$ cat src/rtl/seq_pkg.sv
// Shared types for the motion sequencer.
//   seq_state_e : controller state, value doubles as the LEDG debug encoding
//   instr_t     : one queued instruction word as stored in the FIFO
//   DIR_*       : direction field codes
package seq_pkg;

    typedef enum logic [2:0] {
        ST_IDLE  = 3'd0,
        ST_FETCH = 3'd1,
        ST_LOAD  = 3'd2,
        ST_RUN   = 3'd3,
        ST_PAUSE = 3'd4,
        ST_CLEAR = 3'd5
    } seq_state_e;

    typedef struct packed {
        logic [2:0] torque;
        logic [1:0] dir;
    } instr_t;

    localparam logic [1:0] DIR_FWD   = 2'd0;
    localparam logic [1:0] DIR_REV   = 2'd1;
    localparam logic [1:0] DIR_LEFT  = 2'd2;
    localparam logic [1:0] DIR_RIGHT = 2'd3;

endpackage

$ cat src/rtl/step_timer.sv
// Loadable dwell down-counter.
//   clk, rst_n : clock, synchronous active-low reset
//   load       : reload with TICKS_PER_STEP-1 (wins over en)
//   en         : count down by one; counter is frozen while low
//   zero       : counter currently at zero
module step_timer #(
    parameter int TICKS_PER_STEP = 50_000_000
) (
    input  logic clk,
    input  logic rst_n,
    input  logic load,
    input  logic en,
    output logic zero
);

    localparam int W = $clog2(TICKS_PER_STEP);
    localparam logic [W-1:0] LOAD_VAL = W'(TICKS_PER_STEP - 1);

    logic [W-1:0] count_q;
    logic [W-1:0] count_d;

    always_comb begin
        count_d = count_q;
        if (load) begin
            count_d = LOAD_VAL;
        end else if (en && (count_q != '0)) begin
            count_d = count_q - 1'b1;
        end
    end

    always_ff @(posedge clk) begin
        if (!rst_n) begin
            count_q <= '0;
        end else begin
            count_q <= count_d;
        end
    end

    assign zero = (count_q == '0);

endmodule

$ cat src/rtl/motion_sequencer.sv
// Instruction-queue robot controller: turns debounced key pulses into FIFO
// strobes and plays queued 5-bit instructions out as motor commands, each
// held for TICKS_PER_STEP cycles, with pause/resume and abort.
//
// Ports:
//   clk, rst_n          clock, synchronous active-low reset
//   save/execute/clear/delete_pulse  one-cycle key requests
//   fifo_empty/full     FIFO status
//   fifo_dout[4:0]      FIFO read data ({torque, dir}), valid cycle after fifo_re
//   fifo_we/re/del/rst  FIFO strobes, one cycle each
//   cmd_valid/dir/torque  active motor command
//   done                end of queue execution pulse
//   err                 rejected save (full) / execute (empty) pulse
//   step_count          instructions started this run, saturating
//   state_dbg           state encoding for the lamps
//
// state | meaning
// IDLE  | accept save/delete/execute/clear
// FETCH | fifo_re high, instruction word arrives next cycle
// LOAD  | latch instruction, start dwell timer
// RUN   | hold command while the dwell timer runs
// PAUSE | command withdrawn, dwell timer frozen
// CLEAR | fifo_rst high, command cleared
module motion_sequencer
    import seq_pkg::*;
#(
    parameter int TICKS_PER_STEP = 50_000_000,
    parameter int STEP_W         = 5
) (
    input  logic              clk,
    input  logic              rst_n,
    input  logic              save_pulse,
    input  logic              execute_pulse,
    input  logic              clear_pulse,
    input  logic              delete_pulse,
    input  logic              fifo_empty,
    input  logic              fifo_full,
    input  logic [4:0]        fifo_dout,
    output logic              fifo_we,
    output logic              fifo_re,
    output logic              fifo_del,
    output logic              fifo_rst,
    output logic              cmd_valid,
    output logic [1:0]        cmd_dir,
    output logic [2:0]        cmd_torque,
    output logic              done,
    output logic              err,
    output logic [STEP_W-1:0] step_count,
    output logic [2:0]        state_dbg
);

    seq_state_e        state_q,      state_d;
    logic              fifo_we_q,    fifo_we_d;
    logic              fifo_re_q,    fifo_re_d;
    logic              fifo_del_q,   fifo_del_d;
    logic              fifo_rst_q,   fifo_rst_d;
    logic              cmd_valid_q,  cmd_valid_d;
    logic [1:0]        cmd_dir_q,    cmd_dir_d;
    logic [2:0]        cmd_torque_q, cmd_torque_d;
    logic              done_q,       done_d;
    logic              err_q,        err_d;
    logic [STEP_W-1:0] step_count_q, step_count_d;

    instr_t load_instr;
    logic   tmr_load;
    logic   tmr_en;
    logic   tmr_zero;

    assign load_instr = fifo_dout;

    // The timer only counts on cycles that stay in RUN, so the cycle in
    // which a pause is requested does not consume dwell time.
    assign tmr_load = (state_q == ST_LOAD);
    assign tmr_en   = (state_q == ST_RUN) && (state_d == ST_RUN);

    step_timer #(
        .TICKS_PER_STEP(TICKS_PER_STEP)
    ) u_step_timer (
        .clk  (clk),
        .rst_n(rst_n),
        .load (tmr_load),
        .en   (tmr_en),
        .zero (tmr_zero)
    );

    always_comb begin
        state_d      = state_q;
        fifo_we_d    = 1'b0;
        fifo_re_d    = 1'b0;
        fifo_del_d   = 1'b0;
        fifo_rst_d   = 1'b0;
        done_d       = 1'b0;
        err_d        = 1'b0;
        cmd_valid_d  = cmd_valid_q;
        cmd_dir_d    = cmd_dir_q;
        cmd_torque_d = cmd_torque_q;
        step_count_d = step_count_q;

        if (clear_pulse && (state_q != ST_CLEAR)) begin
            // Abort has top priority in every active state.
            state_d      = ST_CLEAR;
            fifo_rst_d   = 1'b1;
            cmd_valid_d  = 1'b0;
            cmd_dir_d    = DIR_FWD;
            cmd_torque_d = '0;
            step_count_d = '0;
        end else begin
            case (state_q)
                ST_IDLE: begin
                    if (execute_pulse) begin
                        if (fifo_empty) begin
                            err_d = 1'b1;
                        end else begin
                            step_count_d = '0;
                            fifo_re_d    = 1'b1;
                            state_d      = ST_FETCH;
                        end
                    end else if (save_pulse) begin
                        if (fifo_full) begin
                            err_d = 1'b1;
                        end else begin
                            fifo_we_d = 1'b1;
                        end
                    end else if (delete_pulse) begin
                        fifo_del_d = 1'b1;
                    end
                end
                ST_FETCH: begin
                    state_d = ST_LOAD;
                end
                ST_LOAD: begin
                    cmd_torque_d = load_instr.torque;
                    cmd_dir_d    = load_instr.dir;
                    cmd_valid_d  = 1'b1;
                    if (step_count_q != '1) begin
                        step_count_d = step_count_q + 1'b1;
                    end
                    state_d = ST_RUN;
                end
                ST_RUN: begin
                    if (execute_pulse) begin
                        cmd_valid_d = 1'b0;
                        state_d     = ST_PAUSE;
                    end else if (tmr_zero) begin
                        if (fifo_empty) begin
                            cmd_valid_d = 1'b0;
                            done_d      = 1'b1;
                            state_d     = ST_IDLE;
                        end else begin
                            // Command fields hold through FETCH/LOAD so the
                            // displays never blank between instructions.
                            fifo_re_d = 1'b1;
                            state_d   = ST_FETCH;
                        end
                    end
                end
                ST_PAUSE: begin
                    if (execute_pulse) begin
                        cmd_valid_d = 1'b1;
                        state_d     = ST_RUN;
                    end
                end
                ST_CLEAR: begin
                    state_d = ST_IDLE;
                end
                default: begin
                    state_d = ST_IDLE;
                end
            endcase
        end
    end

    always_ff @(posedge clk) begin
        if (!rst_n) begin
            state_q      <= ST_IDLE;
            fifo_we_q    <= 1'b0;
            fifo_re_q    <= 1'b0;
            fifo_del_q   <= 1'b0;
            fifo_rst_q   <= 1'b0;
            cmd_valid_q  <= 1'b0;
            cmd_dir_q    <= DIR_FWD;
            cmd_torque_q <= '0;
            done_q       <= 1'b0;
            err_q        <= 1'b0;
            step_count_q <= '0;
        end else begin
            state_q      <= state_d;
            fifo_we_q    <= fifo_we_d;
            fifo_re_q    <= fifo_re_d;
            fifo_del_q   <= fifo_del_d;
            fifo_rst_q   <= fifo_rst_d;
            cmd_valid_q  <= cmd_valid_d;
            cmd_dir_q    <= cmd_dir_d;
            cmd_torque_q <= cmd_torque_d;
            done_q       <= done_d;
            err_q        <= err_d;
            step_count_q <= step_count_d;
        end
    end

    assign fifo_we    = fifo_we_q;
    assign fifo_re    = fifo_re_q;
    assign fifo_del   = fifo_del_q;
    assign fifo_rst   = fifo_rst_q;
    assign cmd_valid  = cmd_valid_q;
    assign cmd_dir    = cmd_dir_q;
    assign cmd_torque = cmd_torque_q;
    assign done       = done_q;
    assign err        = err_q;
    assign step_count = step_count_q;
    assign state_dbg  = state_q;

endmodule

$ cat config.mk
export PLATFORM = sky130hd
export DESIGN_NAME = motion_sequencer
export DESIGN_NICKNAME = d
export VERILOG_FILES = /design/src/rtl/seq_pkg.sv /design/src/rtl/step_timer.sv /design/src/rtl/motion_sequencer.sv
export SDC_FILE = /design/constraint.sdc
export NUM_CORES = 1
export LEC_CHECK = 0
export CAP_MARGIN = 15
export CORE_MARGIN = 8
export CORE_UTILIZATION = 25
export CTS_CLUSTER_SIZE = 25
export DETAILED_ROUTE_END_ITERATION = 10
export DONT_BUFFER_PORTS = 1
export MAX_ROUTING_LAYER = met4
export SYNTH_ARGS = -nofsm -noshare
export SYNTH_HDL_FRONTEND = slang
export SYNTH_SLANG_ARGS = --single-unit
$ cat constraint.sdc
create_clock -name clk -period 3.38 [get_ports clk]
set_input_delay 0.676 -clock clk [delete_from_list [all_inputs] [get_ports clk]]
set_output_delay 0.676 -clock clk [all_outputs]
set_load 0.02 [all_outputs]
After elaboration in Yosys (flattened, before gate mapping)
Cells that the tools add are included.
{"block": "word_totals", "out_inout_bits": 20, "register_bits": 46, "wordCells": 81}
{"block": "op_classes", "eq_ne": 13, "n_reduce_logical": 17, "bitwise_logic": 5, "n_mux": 31, "addsub": 2}
{"operator": "26-bit 2-to-1 mux", "count": 2}
{"operator": "26-bit zero test", "count": 1}
{"operator": "26-bit nonzero test", "count": 1}
{"operator": "26-bit by 1-bit subtractor with 26-bit output, second input constant", "count": 1}
{"operator": "3-bit 2-to-1 mux", "count": 6}
{"operator": "1-bit 2-to-1 mux", "count": 16}
{"operator": "5-bit 2-to-1 mux", "count": 3}
{"operator": "3-bit case mux with 5 select lines", "count": 1}
{"operator": "5-bit OR reduction", "count": 3}
{"operator": "5-bit case mux with 2 select lines", "count": 1}
{"operator": "3-bit by 2-bit equality test with 1-bit output, second input constant", "count": 3}
{"operator": "3-bit != test, second input constant", "count": 3}
{"operator": "4-bit AND reduction", "count": 2}
{"operator": "2-bit != test, second input constant", "count": 3}
{"operator": "5-bit by 1-bit adder with 5-bit output, second input constant", "count": 1}
{"operator": "5-bit != test, second input constant", "count": 1}
{"operator": "1-bit inverter", "count": 5}
{"operator": "2-bit nonzero test", "count": 2}
{"operator": "2-bit OR reduction", "count": 2}
{"operator": "3-bit by 1-bit equality test with 1-bit output, second input constant", "count": 1}
{"operator": "3-bit equality test, second input constant", "count": 1}
{"operator": "1-bit logical AND", "count": 3}
{"operator": "3-bit zero test", "count": 1}
{"operator": "1-bit case mux with 3 select lines", "count": 1}
{"operator": "4 further kinds", "count": 4}

Longest topological paths before layout
{"block": "depth", "word_depth": 10, "ltp_mapped": 8}

Cells and area by module
From an unflattened synthesis, not the netlist that was laid out.
{"block": "unflattened", "hier_cells": 262, "area_unflattened_um2": 2332.2}
{"mod": "step_timer", "instances": 1, "area_each_um2": 1406.3, "cells_per_inst": 154, "seq_area_each_um2": 520.5}
{"mod": "motion_sequencer", "instances": 1, "area_each_um2": 925.9, "cells_per_inst": 108, "seq_area_each_um2": 400.4}

Least setup slack after synthesis
Ideal clock, no wire load.
{"block": "synth_path", "path_type": "flip-flop to flip-flop", "from": "register u_step_timer.count_q[8]", "to": "register u_step_timer.count_q[22]", "synth_period_minus_slack_ns": 2.403, "n_path_buf": 2, "slack_ns": 0.977, "path_stages_with_launch": 7, "arrival_time_ns": 2.281, "cell_sequence": "dfxtp_1 or4_4 or4_4 buf_6 buf_6 or4_1 o311a_1"}
{"block": "synth_via", "elab_chain_cells": 9, "elab_cells_between_ends": 13, "classes_between": "add/sub: 1; eq/ne: 1; mux: 6; reduce/logical: 5"}
{"item": "from (decl)", "line": "step_timer.sv:19", "rtl": "logic [W-1:0] count_q;"}
{"item": "from (signal assigned)", "line": "step_timer.sv:35", "rtl": "count_q <= count_d;"}
{"item": "26-bit zero test", "line": "step_timer.sv:39", "rtl": "assign zero = (count_q == '0);"}
{"item": "3-bit 2-to-1 mux", "line": "motion_sequencer.sv:144", "rtl": "end else if (tmr_zero) begin"}
{"item": "3-bit 2-to-1 mux", "line": "motion_sequencer.sv:141", "rtl": "if (execute_pulse) begin"}
{"item": "3-bit case mux with 5 select lines", "line": "motion_sequencer.sv:108", "rtl": "case (state_q)"}
{"item": "3-bit 2-to-1 mux", "line": "motion_sequencer.sv:99", "rtl": "if (clear_pulse && (state_q != ST_CLEAR)) begin"}
{"item": "3-bit by 2-bit equality test with 1-bit output", "line": "motion_sequencer.sv:74", "rtl": "assign tmr_en = (state_q == ST_RUN) && (state_d == ST_RUN);"}
{"item": "1-bit logical AND", "line": "motion_sequencer.sv:74"}
{"item": "1-bit logical AND", "line": "step_timer.sv:26", "rtl": "end else if (en && (count_q != '0)) begin"}
{"item": "2-bit nonzero test (no source line)"}
Parallel ways exist; a longest one is shown, timed or not. The select of a mux whose other input is x is not followed.
A chain may end at the register's enable or synchronous reset.

Worst setup path after layout
{"block": "layout_path", "from": "register state_q[1] (netlist: state_dbg[1])", "to": "register u_step_timer.count_q[22]"}
{"block": "layout_via", "elab_chain_cells": 8, "elab_cells_between_ends": 19, "classes_between": "eq/ne: 6; mux: 8; reduce/logical: 5"}
{"item": "from (decl)", "line": "motion_sequencer.sv:52", "rtl": "seq_state_e state_q, state_d;"}
{"item": "from (signal assigned)", "line": "motion_sequencer.sv:187", "rtl": "state_q <= state_d;"}
{"item": "3-bit 2-to-1 mux, on equally long branches", "line": "motion_sequencer.sv:144, motion_sequencer.sv:111"}
{"item": "3-bit 2-to-1 mux, on equally long branches", "line": "motion_sequencer.sv:141, motion_sequencer.sv:110"}
{"item": "3-bit case mux with 5 select lines", "line": "motion_sequencer.sv:108"}
{"item": "3-bit 2-to-1 mux", "line": "motion_sequencer.sv:99"}
{"item": "3-bit by 2-bit equality test with 1-bit output", "line": "motion_sequencer.sv:74"}
{"item": "1-bit logical AND", "line": "motion_sequencer.sv:74"}
{"item": "1-bit logical AND", "line": "step_timer.sv:26"}
{"item": "2-bit nonzero test (no source line)"}
Parallel ways exist; a longest one is shown, timed or not.

==> impl_metrics.yaml <==
sta:
  setup_viol: 0
  hold_viol: 0
  relSlewSlack_pct: 56.0
  fin_tns_setup_ns: 0
  skew_ns: 0.00481
  period_share_pct: 74.8
  layout_setup_ws_ns: 0.851
  rsz0062_at_grt: "false"
  fmax_mhz: 395
  timing.hold.ws_ns: 0.457
  final.min_clock_period_ns: 2.53
  slew_violations: 0
  worstMarginPinSlew_ns: 0.659
synthesis:
  synthTopCellsByArea: "dfxtp_1 41%, a21oi_1 5.1%, or3_1 3.6%, nor2_1 3.5%, o21ai_0 2.9%"
  ys_async_sr_fraction_pct: 0
  ys_seq_elements: 46
  netlist-cell-type-count: 49
  netlist.area_leader.share_pct: 40.9
  syn_nets: 281
  synth_ff_type: "dfxtp_1"
  syn_inst: 264
  ys_seq_area_share_pct: 40.9
  synth_warnings: 0
  yosys.area.top_type: "dfxtp_1"
  synth_edf_count: 0
  synth_area_per_cell_sq_um: 8.53
  synth_area_sq_mm: 0.00225
setup_path:
  startpoint: "state_dbg[1]"
  endpoint_kind: "flip-flop"
  worstPathArrival_ns: 2.71
  worstPathCellList: "nand4bb_1, nor4_2, o211ai_2, or4_1, o311a_1"
  r2r-start: "state_dbg[1]"
  max_stage_delay_ns: 0.75
  crit_required_ns: 3.56
  crit_type: "flip-flop to flip-flop"
  cp-start-kind: "flip-flop"
  crit_path_max_fanout: 15
  crit_slowest_cell: "dfxtp_1"
power:
  switchingPower_mw: 0.298
  power.total_mw: 1.07
  peakVddDrop_mv: 0.144
  clkPwrFrac_pct: 30.6
  seqPwrFrac_pct: 55.0
  p_int_mw: 0.774
  share_comb_of_total_power_pct: 14.3
  power_density_mw_per_mm2: 444
  p_leak_nw: 0.887
  switching_share_pct: 27.8
routing:
  drt-vias-per-instance: 5.39
  vias: 1968
  drt-total-wl_mm: 5.27
  first_iter_violations: 149
  ant_nets: 0
  drcViolationCount: 0
  wire_per_inst_microns: 14.4
  dr.pass1.iters: 5
run:
  maxCapViolations: 0
global_route:
  overflow: 0
  antenna_found_initial: 0
  grt_pass1_wl_mm: 8.85
  track_usage_pct: 8.78
  grt_max_degree: 26
  grt_pass1_vias: 1805
floorplanning:
  design.core.area_sq_mm: 0.00872
  chipWidth_microns: 111
  dieHeight_microns: 111
  dieArea_sq_mm: 0.0123
  io_pins: 33
  start_util_pct: 25.8
  rows: 34
cts:
  cts.sinks: 46
  cts_buffers: 5
  cts_buffer_depth: 2
  clock_latency_ns: 0.29
  htreeDepth: 2
  cts_resized: 0
  cts_root_buffer: "clkbuf_8"
  clkTransAtPathRegs_ns: 0.08
  post_cts_buffers: 0
  hold_buffers: 0
  cts_tree: "done"
worst_hold_path:
  hp-class: "input port to flip-flop"
  hp-start: "clear_pulse"
status:
  status: "complete, no violations"
layout:
  mostFrequentLayoutCell: "dfxtp_1"
  antenna_cells: 0
  design_area_sq_mm: 0.00242
  most-common-layout-cells: "46 x dfxtp_1, 23 x a21oi_1, 21 x nor2_1"
  final_core_util_pct: 27.7
  area_growth_pct: 7.28
  drive_gt1_share_pct: 7.39
  layout.nets: 275
  finalNonFillerCells: 365
placed_design:
  dpl_cell_area_sq_mm: 0.00233
  place.gp.congestion: 0.835
  pre_cts_slack_ns: 0.881
  port_buffers: 0
  dp_hpwl_mm: 3.84
  dp_cells: 359
[worst paths after layout]
check	slack, ns	endpoint	cells after the start
max reg2reg	0.85	u_step_timer.count_q[22]	5
min reg2reg	0.49	u_step_timer.count_q[11]	2
max	0.85	u_step_timer.count_q[22]	5
min	0.46	state_dbg[1]	1
[per-layer routing]
metal | part of all wire, % | global-route usage, %
met5 | 0 | -
met4 | 2.1 | 4.14
met1 | 46 | 10.3
met3 | 6.3 | 3.03
met2 | 45 | 13.2
[power by group through the flow]
stage	sequential [mW]	combinational, mW	clock (mW)
detailed placement	0.603	0.153	0
floorplan	0.590	0.142	0
global placement	0.602	0.152	0
finish	0.590	0.154	0.328
CTS	0.590	0.154	0.339
global route	0.594	0.174	0.363
[synthesized netlist by cell type (3+ instances only)]
cell type  number
nand2b_1        4
o31a_1          3
or2_2           3
nand2_1        16
nor3b_1         3
dfxtp_1        46
a31oi_1         8
and3_1          3
nor3_1         11
nand3_1         3
inv_1           9
o311a_1         5
nand4_1         5
xor2_1          7
ha_1            4
or3_1          13
clkbuf_1       12
o2111ai_1       5
nor2_1         21
or4_1           7
nor4_1          7
o21ai_0        13
a21oi_1        23
[worst max-delay path: cells and delay by family, from the launching register on]
family,cells,cell delay (ns)
simple gates,3,1.26
compound gates,2,0.41
flops,1,0.75
[sequential cells by signal, summed over array words and instances (netlist names)]
signal and cells:
u_step_timer.count_q 26, step_count 5, cmd_torque 3, state_dbg 3, cmd_dir 2, cmd_valid 1
done 1, err 1, fifo_del 1, fifo_re 1, fifo_rst 1, fifo_we 1
[cells by family after synthesis]
kind of cell,count (synthesis),share of synthesized area (%)
DFF,46,40.9
buffers and inverters,25,4.89
adders and majority gates,4,2.22
muxes,1,0.444
xor gates and xnor gates,8,3.11
AOI/OAI and AO/OA,73,21.4
and+or+nand+nor,107,27.1
[area by class of cell]
| type | count | area (sq um) |
|---|---|---|
| Clock buffer | 6 | 82.6 |
| Fill cell | 928 | 6300 |
| Inverter | 9 | 33.8 |
| Multi-Input combinational cell | 193 | 1220 |
| Sequential cell | 46 | 921 |
| Tap cell | 108 | 135 |
| Timing Repair Buffer | 3 | 22.5 |
(Power assumes the default switching activity.)
